===== src/rtl/keypad_scanner_if.sv =====
// Keypad pin and key-report bundle between the scanner, the keypad matrix and the game logic.
// Latency: none, wires only.
// Backpressure: none; key/keypad_pressed are levels and key_strobe is a single-cycle pulse.
interface keypad_scanner_if;
    logic [3:0] col_n;
    logic [3:0] row_n;
    logic [4:0] key;
    logic       keypad_pressed;
    logic       key_strobe;

    // Scanner side: samples columns, drives rows and the key report.
    modport master (
        input  col_n,
        output row_n,
        output key,
        output keypad_pressed,
        output key_strobe
    );

    // Keypad/consumer side.
    modport slave (
        output col_n,
        input  row_n,
        input  key,
        input  keypad_pressed,
        input  key_strobe
    );
endinterface


===== src/rtl/keypad_scanner.sv =====
// 4x4 matrix keypad scanner with ghost rejection and press/release debounce.
// Latency: press/release accepted DEBOUNCE_SCANS full scans (4*SCAN_CYCLES clocks each) after a clean edge.
// Backpressure: none; the consumer samples the keypad_pressed level or the one-cycle key_strobe.
module keypad_scanner #(
    parameter int SCAN_CYCLES    = 1000,
    parameter int DEBOUNCE_SCANS = 4
) (
    input  logic              clk,
    input  logic              rst,
    keypad_scanner_if.master  kp
);
    localparam int SW = $clog2(SCAN_CYCLES);
    localparam int CW = (DEBOUNCE_SCANS > 1) ? $clog2(DEBOUNCE_SCANS) : 1;

    typedef enum logic [1:0] {RELEASED, DEB_PRESS, PRESSED} state_t;

    logic [3:0]    col_meta_q, col_sync_q;
    logic [SW-1:0] cyc_q;
    logic [1:0]    row_q;
    logic [1:0]    hits_q;      // low columns seen so far this scan, saturates at 2
    logic [3:0]    code_q;      // code of the single hit seen so far this scan
    state_t        state_q, state_d;
    logic [CW-1:0] cnt_q, cnt_d, rel_q, rel_d;
    logic [3:0]    cand_q, cand_d, key_q, key_d;
    logic          pressed_q, pressed_d, strobe_q, strobe_d;

    logic          row_end, scan_end, scan_single;
    logic [3:0]    col_low, row_code, tot_code;
    logic [2:0]    row_cnt, hit_sum;
    logic [1:0]    tot_hits;

    function automatic logic [3:0] key_code(input logic [1:0] r, input logic [1:0] c);
        case ({r, c})
            4'h0: key_code = 4'd1;   4'h1: key_code = 4'd2;   4'h2: key_code = 4'd3;   4'h3: key_code = 4'd10;
            4'h4: key_code = 4'd4;   4'h5: key_code = 4'd5;   4'h6: key_code = 4'd6;   4'h7: key_code = 4'd11;
            4'h8: key_code = 4'd7;   4'h9: key_code = 4'd8;   4'hA: key_code = 4'd9;   4'hB: key_code = 4'd12;
            4'hC: key_code = 4'd14;  4'hD: key_code = 4'd0;   4'hE: key_code = 4'd15;  default: key_code = 4'd13;
        endcase
    endfunction

    assign row_end  = (cyc_q == SW'(SCAN_CYCLES - 1));
    assign scan_end = row_end && (row_q == 2'd3);
    assign col_low  = ~col_sync_q;

    // Fold the current row's sample into the running scan result.
    always_comb begin
        row_cnt  = {2'b00, col_low[0]} + {2'b00, col_low[1]} + {2'b00, col_low[2]} + {2'b00, col_low[3]};
        row_code = 4'd0;
        for (int c = 0; c < 4; c++) begin
            if (col_low[c]) row_code = key_code(row_q, 2'(c));
        end
        hit_sum  = {1'b0, hits_q} + row_cnt;
        tot_hits = (hit_sum >= 3'd2) ? 2'd2 : hit_sum[1:0];
        tot_code = (hits_q == 2'd0) ? row_code : code_q;
    end

    assign scan_single = (tot_hits == 2'd1);

    // Two-flop synchronizer: col_n is asynchronous to clk.
    always_ff @(posedge clk) begin
        if (rst) begin
            col_meta_q <= 4'hF;
            col_sync_q <= 4'hF;
        end else begin
            col_meta_q <= kp.col_n;
            col_sync_q <= col_meta_q;
        end
    end

    // Row window timing and per-scan hit accumulation.
    always_ff @(posedge clk) begin
        if (rst) begin
            cyc_q  <= '0;
            row_q  <= 2'd0;
            hits_q <= 2'd0;
            code_q <= 4'd0;
        end else if (row_end) begin
            cyc_q <= '0;
            row_q <= row_q + 2'd1;
            if (scan_end) begin
                hits_q <= 2'd0;
                code_q <= 4'd0;
            end else begin
                hits_q <= tot_hits;
                code_q <= tot_code;
            end
        end else begin
            cyc_q <= cyc_q + SW'(1);
        end
    end

    // Debounce FSM state and report registers.
    always_ff @(posedge clk) begin
        if (rst) begin
            state_q   <= RELEASED;
            cnt_q     <= '0;
            rel_q     <= '0;
            cand_q    <= 4'd0;
            key_q     <= 4'd0;
            pressed_q <= 1'b0;
            strobe_q  <= 1'b0;
        end else begin
            state_q   <= state_d;
            cnt_q     <= cnt_d;
            rel_q     <= rel_d;
            cand_q    <= cand_d;
            key_q     <= key_d;
            pressed_q <= pressed_d;
            strobe_q  <= strobe_d;
        end
    end

    // Debounce transitions, taken only at scan end; MULTI counts as no key.
    always_comb begin
        state_d   = state_q;
        cnt_d     = cnt_q;
        rel_d     = rel_q;
        cand_d    = cand_q;
        key_d     = key_q;
        pressed_d = pressed_q;
        strobe_d  = 1'b0;
        if (scan_end) begin
            case (state_q)
                RELEASED: begin
                    if (scan_single) begin
                        if (DEBOUNCE_SCANS == 1) begin
                            key_d     = tot_code;
                            pressed_d = 1'b1;
                            strobe_d  = 1'b1;
                            rel_d     = '0;
                            state_d   = PRESSED;
                        end else begin
                            cand_d  = tot_code;
                            cnt_d   = CW'(1);
                            state_d = DEB_PRESS;
                        end
                    end
                end
                DEB_PRESS: begin
                    if (!scan_single) begin
                        cnt_d   = '0;
                        state_d = RELEASED;
                    end else if (tot_code != cand_q) begin
                        cand_d = tot_code;
                        cnt_d  = CW'(1);
                    end else if (cnt_q == CW'(DEBOUNCE_SCANS - 1)) begin
                        key_d     = cand_q;
                        pressed_d = 1'b1;
                        strobe_d  = 1'b1;
                        rel_d     = '0;
                        cnt_d     = '0;
                        state_d   = PRESSED;
                    end else begin
                        cnt_d = cnt_q + CW'(1);
                    end
                end
                PRESSED: begin
                    if (scan_single && (tot_code == key_q)) begin
                        rel_d = '0;
                    end else if (rel_q == CW'(DEBOUNCE_SCANS - 1)) begin
                        rel_d     = '0;
                        pressed_d = 1'b0;
                        state_d   = RELEASED;
                    end else begin
                        rel_d = rel_q + CW'(1);
                    end
                end
                default: state_d = RELEASED;
            endcase
        end
    end

    assign kp.row_n          = ~(4'b0001 << row_q);
    assign kp.key            = {1'b0, key_q};
    assign kp.keypad_pressed = pressed_q;
    assign kp.key_strobe     = strobe_q;
endmodule


===== src/flat_wrapper.sv =====
// flat-port wrapper written by rule: the top's interface ports become plain ports
module keypad_scanner_flat 
#(
    parameter int SCAN_CYCLES    = 1000,
    parameter int DEBOUNCE_SCANS = 4
)
  (clk, rst, kp_col_n, kp_row_n, kp_key, kp_keypad_pressed, kp_key_strobe);
  keypad_scanner_if kp_i ();
  input  logic clk;
  input  logic rst;
  input wire logic [$bits(kp_i.col_n)-1:0] kp_col_n;
  output wire logic [$bits(kp_i.row_n)-1:0] kp_row_n;
  output wire logic [$bits(kp_i.key)-1:0] kp_key;
  output wire logic [$bits(kp_i.keypad_pressed)-1:0] kp_keypad_pressed;
  output wire logic [$bits(kp_i.key_strobe)-1:0] kp_key_strobe;
  assign kp_i.col_n = kp_col_n;
  assign kp_row_n = kp_i.row_n;
  assign kp_key = kp_i.key;
  assign kp_keypad_pressed = kp_i.keypad_pressed;
  assign kp_key_strobe = kp_i.key_strobe;
  keypad_scanner #(.SCAN_CYCLES(SCAN_CYCLES), .DEBOUNCE_SCANS(DEBOUNCE_SCANS)) u_core (.clk(clk), .rst(rst), .kp(kp_i));
endmodule

===== config.mk =====
export PLATFORM = sky130hd
export DESIGN_NAME = keypad_scanner_flat
export DESIGN_NICKNAME = d
export VERILOG_FILES = /design/src/rtl/keypad_scanner_if.sv /design/src/rtl/keypad_scanner.sv /design/src/flat_wrapper.sv
export SDC_FILE = /design/constraint.sdc
export NUM_CORES = 1
export LEC_CHECK = 0
export CAP_MARGIN = 0
export CORE_MARGIN = 1
export CORE_UTILIZATION = 45
export DETAILED_ROUTE_END_ITERATION = 7
export GPL_ROUTABILITY_DRIVEN = 0
export REMOVE_ABC_BUFFERS = 1
export SYNTH_ARGS = -nofsm -noshare
export SYNTH_HDL_FRONTEND = slang
export SYNTH_SLANG_ARGS = --single-unit
export TNS_END_PERCENT = 30

===== constraint.sdc =====
create_clock -name clk -period 3.83 [get_ports clk]
set_input_delay 0.383 -clock clk [delete_from_list [all_inputs] [get_ports clk]]
set_output_delay 0.383 -clock clk [all_outputs]
set_load 0.02 [all_outputs]

==> results of run 1 <==
[cell type report]
class	instances	area [um^2]	area share, %
Clock buffer	5	68.82	2.696
Clock inverter	3	40.04	1.569
Inverter	16	60.06	2.353
Multi-Input combinational cell	189	1279	50.10
Sequential cell	42	840.8	32.94
Tap cell	67	83.83	3.284
Timing Repair Buffer	19	180.2	7.059
[flip-flops by register name, summed over array words and instances (netlist names), 2 cells and up]
signal	cells
u_core.cyc_q	10
u_core.cand_q	4
u_core.code_q	4
u_core.col_meta_q	4
u_core.col_sync_q	4
u_core.key_q	4
u_core.cnt_q	2
u_core.hits_q	2
u_core.rel_q	2
u_core.row_q	2
u_core.state_q	2
[routing by layer]
layer	share of wire, %	GRT usage, %
met4	1.9	10.46
met3	2.8	3.889
met5	0	0
met1	50	25.19
met2	45	31.05
[layout by cell type, fill, tap and decap left out, types with 2 or more instances in the layout]
cell             count
a211oi_1             5
a21oi_1              8
a31o_1               2
a31oi_1              3
and3_1               4
buf_4                4
clkbuf_8             5
clkdlybuf4s50_1     15
clkinv_2             2
dfxtp_1             42
fa_1                 2
ha_1                12
inv_1               13
inv_2                2
mux2i_1              4
nand2_1             14
nand2b_1             8
nand3_1             12
nor2_1              37
nor2b_1              2
nor3_1               7
nor4_1               5
o211ai_1             4
o21ai_0              6
o31ai_1              3
or2_2               10
xnor2_1              9
xor2_1               7
[final timing paths]
path / slack (ns) / endpoint / from / cells past startpoint
max: 0.33 / u_core.rel_q[1] / u_core.col_sync_q[1] / 13
min: 0.41 / u_core.col_sync_q[2] / u_core.col_meta_q[2] / 1
min reg2reg: 0.41 / u_core.col_sync_q[2] / u_core.col_meta_q[2] / 1
max reg2reg: 0.33 / u_core.rel_q[1] / u_core.col_sync_q[1] / 13
[power by group]
group | switching, W | internal (W)
clock network | 0.000156 | 0.000192
logic | 0.0000310 | 0.0000254
registers | 0.00000503 | 0.000443
[per-stage QoR]
step                      total power [W]  area, um^2  setup slack (ns)  util (%)  std cells
after floorplan                 0.0004910        2180            0.4360         -        247
after global placement          0.0005141        2444            0.4132     51.74        333
after detailed placement        0.0005149        2444            0.3451     51.74        333
after CTS                       0.0008639        2552            0.3216     54.04        341
after global routing            0.0008914        2552            0.1357     54.04        341
final                           0.0008520        2552            0.3347     54.04        341
[logic make-up (layout without fill, tap and decap cells)]
group,count (synthesis),after routing
and+or+nand+nor,109,109
AOI/OAI and AO/OA,43,43
DFF,42,42
buffers and inverters,24,43
xor gates and xnor gates,16,16
adders and majority gates,14,14
muxes,6,6
other,1,1
==> flow_metrics.py, run 1 <==
metrics = {
    "route": {
        "wl_per_cell_um": 13.20,
        "finalWirelength_um": 4501,
        "drt_pre_antenna_iters": 4,
        "via_per_inst": 5.188,
        "drc_errors": 0,
        "drt_iter0_markers": 101,
        "ant_nets": 0,
        "vias": 1769,
    },
    "synthesis": {
        "synth_top_area_cell": "dfxtp_1",
        "synth_compound_area_share_pct": 14.65,
        "postSynthCellCount": 255,
        "synth-seq-area-share_pct": 37.86,
        "synth.mux.area_fraction_pct": 2.986,
        "synth_xor_area_share_pct": 6.310,
        "synth_top_area_share_pct": 37.86,
        "post-synth-top-count-cell": "dfxtp_1",
        "synth_commonest_cells": "dfxtp_1 (42), nor2_1 (37), nand2_1 (14)",
        "synthesis.area_um2": 2221,
        "yosys.area_share.simple_pct": 24.90,
        "synth_fa_ha_area_share_pct": 8.563,
        "synth-main-ff-cell": "dfxtp_1",
        "synthArstFlopShare_pct": 0,
        "synth_top_family_by_area": "simple AND/OR/NAND/NOR gates",
        "synth-edff-count": 0,
        "synth.top_cells.by_area": "dfxtp_1 (38%), ha_1 (6.8%), nor2_1 (6.3%)",
        "yosysWarnings": 0,
        "ys_types": 53,
        "ys_ff_latch": 42,
        "syn_avg_cell_area_um2": 8.709,
    },
    "critical_path": {
        "cp_max_fo": 6,
        "endpoint_kind": "register",
        "cp.buffers_inverters": 2,
        "arrival_ns": 3.69,
        "max_stage_delay_ns": 0.54,
        "startpoint_type": "register",
        "path_delay_family": "adder cells",
        "worstPathRequired_ns": 4.03,
        "cp_slowest_cell": "fa_1",
        "crit_type": "register to register",
        "path_cells": "inv_1 > ha_1 > fa_1 > ha_1 > inv_1 > fa_1 > xor2_1 > nand3_1 > nor2_1 > o2111ai_1 > or4_4 > and4_1 > a31o_1",
    },
    "min_path": {
        "hold_class": "register to register",
    },
    "die": {
        "core_area_um2": 4723,
        "start_util_pct": 47.02,
        "die_h_um": 72.25,
        "placementRows": 25,
        "die_x_um": 72.25,
        "ios": 17,
        "die_area_um2": 5220,
    },
    "power": {
        "pwr_density_cell_nw_per_um2": 333.8,
        "p_leak_nw": 0.9883,
        "peakVddDrop_mv": 0.2475,
    },
    "layout": {
        "fillers": 447,
        "drive_above_1_share_pct": 11.68,
        "fin_nets": 293,
        "n_antenna_cell": 0,
        "area_growth_pct": 14.93,
    },
    "clocking": {
        "cts_root_buffer": "clkbuf_8",
        "cts_max_level": 2,
        "cts-resized-gates": 0,
        "cts_num_sinks": 42,
        "ctsHoldBuffers": 0,
        "cts_tree": "done",
        "cts.path.max_buffers": 2,
        "clkLatencyLatePin_ns": 0.30,
        "clkTransAtPathRegs_ns": 0.08,
        "cts-buffers-inserted": 5,
        "post-cts-setup-buffer-count": 0,
    },
    "timing": {
        "holdWs_ns": 0.4112,
        "slew_headroom_pct": 51.56,
        "skew_ns": 0.007389,
        "fin_crit_ns": 3.495,
        "hold_viol_final": 0,
        "fmax_mhz": 286.1,
        "worst_pin_slew_ns": 0.7200,
        "rsz0062_at_grt": "no",
        "drv_slew": 0,
        "min_period_over_period_pct": 91.26,
        "setup_viol": 0,
        "finalSetupTns_ns": 0,
    },
    "grt": {
        "grt_overflow": 0,
        "antenna_found_initial": 0,
        "grt_use_total_pct": 19.61,
        "grt_pass1_vias": 1715,
        "grt_max_degree": 30,
        "grt_pass1_wl_um": 7852,
    },
    "flow_run": {
        "cap_violations": 0,
    },
    "place": {
        "dp_hpwl_um": 3352,
        "portBuffers": 15,
    },
    "outcome": {
        "status": "finished clean",
    },
}
No activity file was read; power rests on OpenSTA's default activity.
==> inputs of run 2 (changes only) <==
--- a/config.mk
+++ b/config.mk
@@ -5,12 +5,13 @@
 export SDC_FILE = /design/constraint.sdc
 export NUM_CORES = 1
 export LEC_CHECK = 0
-export CAP_MARGIN = 0
+export CAP_MARGIN = 20
 export CORE_MARGIN = 1
 export CORE_UTILIZATION = 45
 export DETAILED_ROUTE_END_ITERATION = 7
 export GPL_ROUTABILITY_DRIVEN = 0
 export REMOVE_ABC_BUFFERS = 1
+export SKIP_LAST_GASP = 1
 export SYNTH_ARGS = -nofsm -noshare
 export SYNTH_HDL_FRONTEND = slang
 export SYNTH_SLANG_ARGS = --single-unit
==> results of run 2 <==
No change in the layout: final DEF, timing and power equal those of run 1.
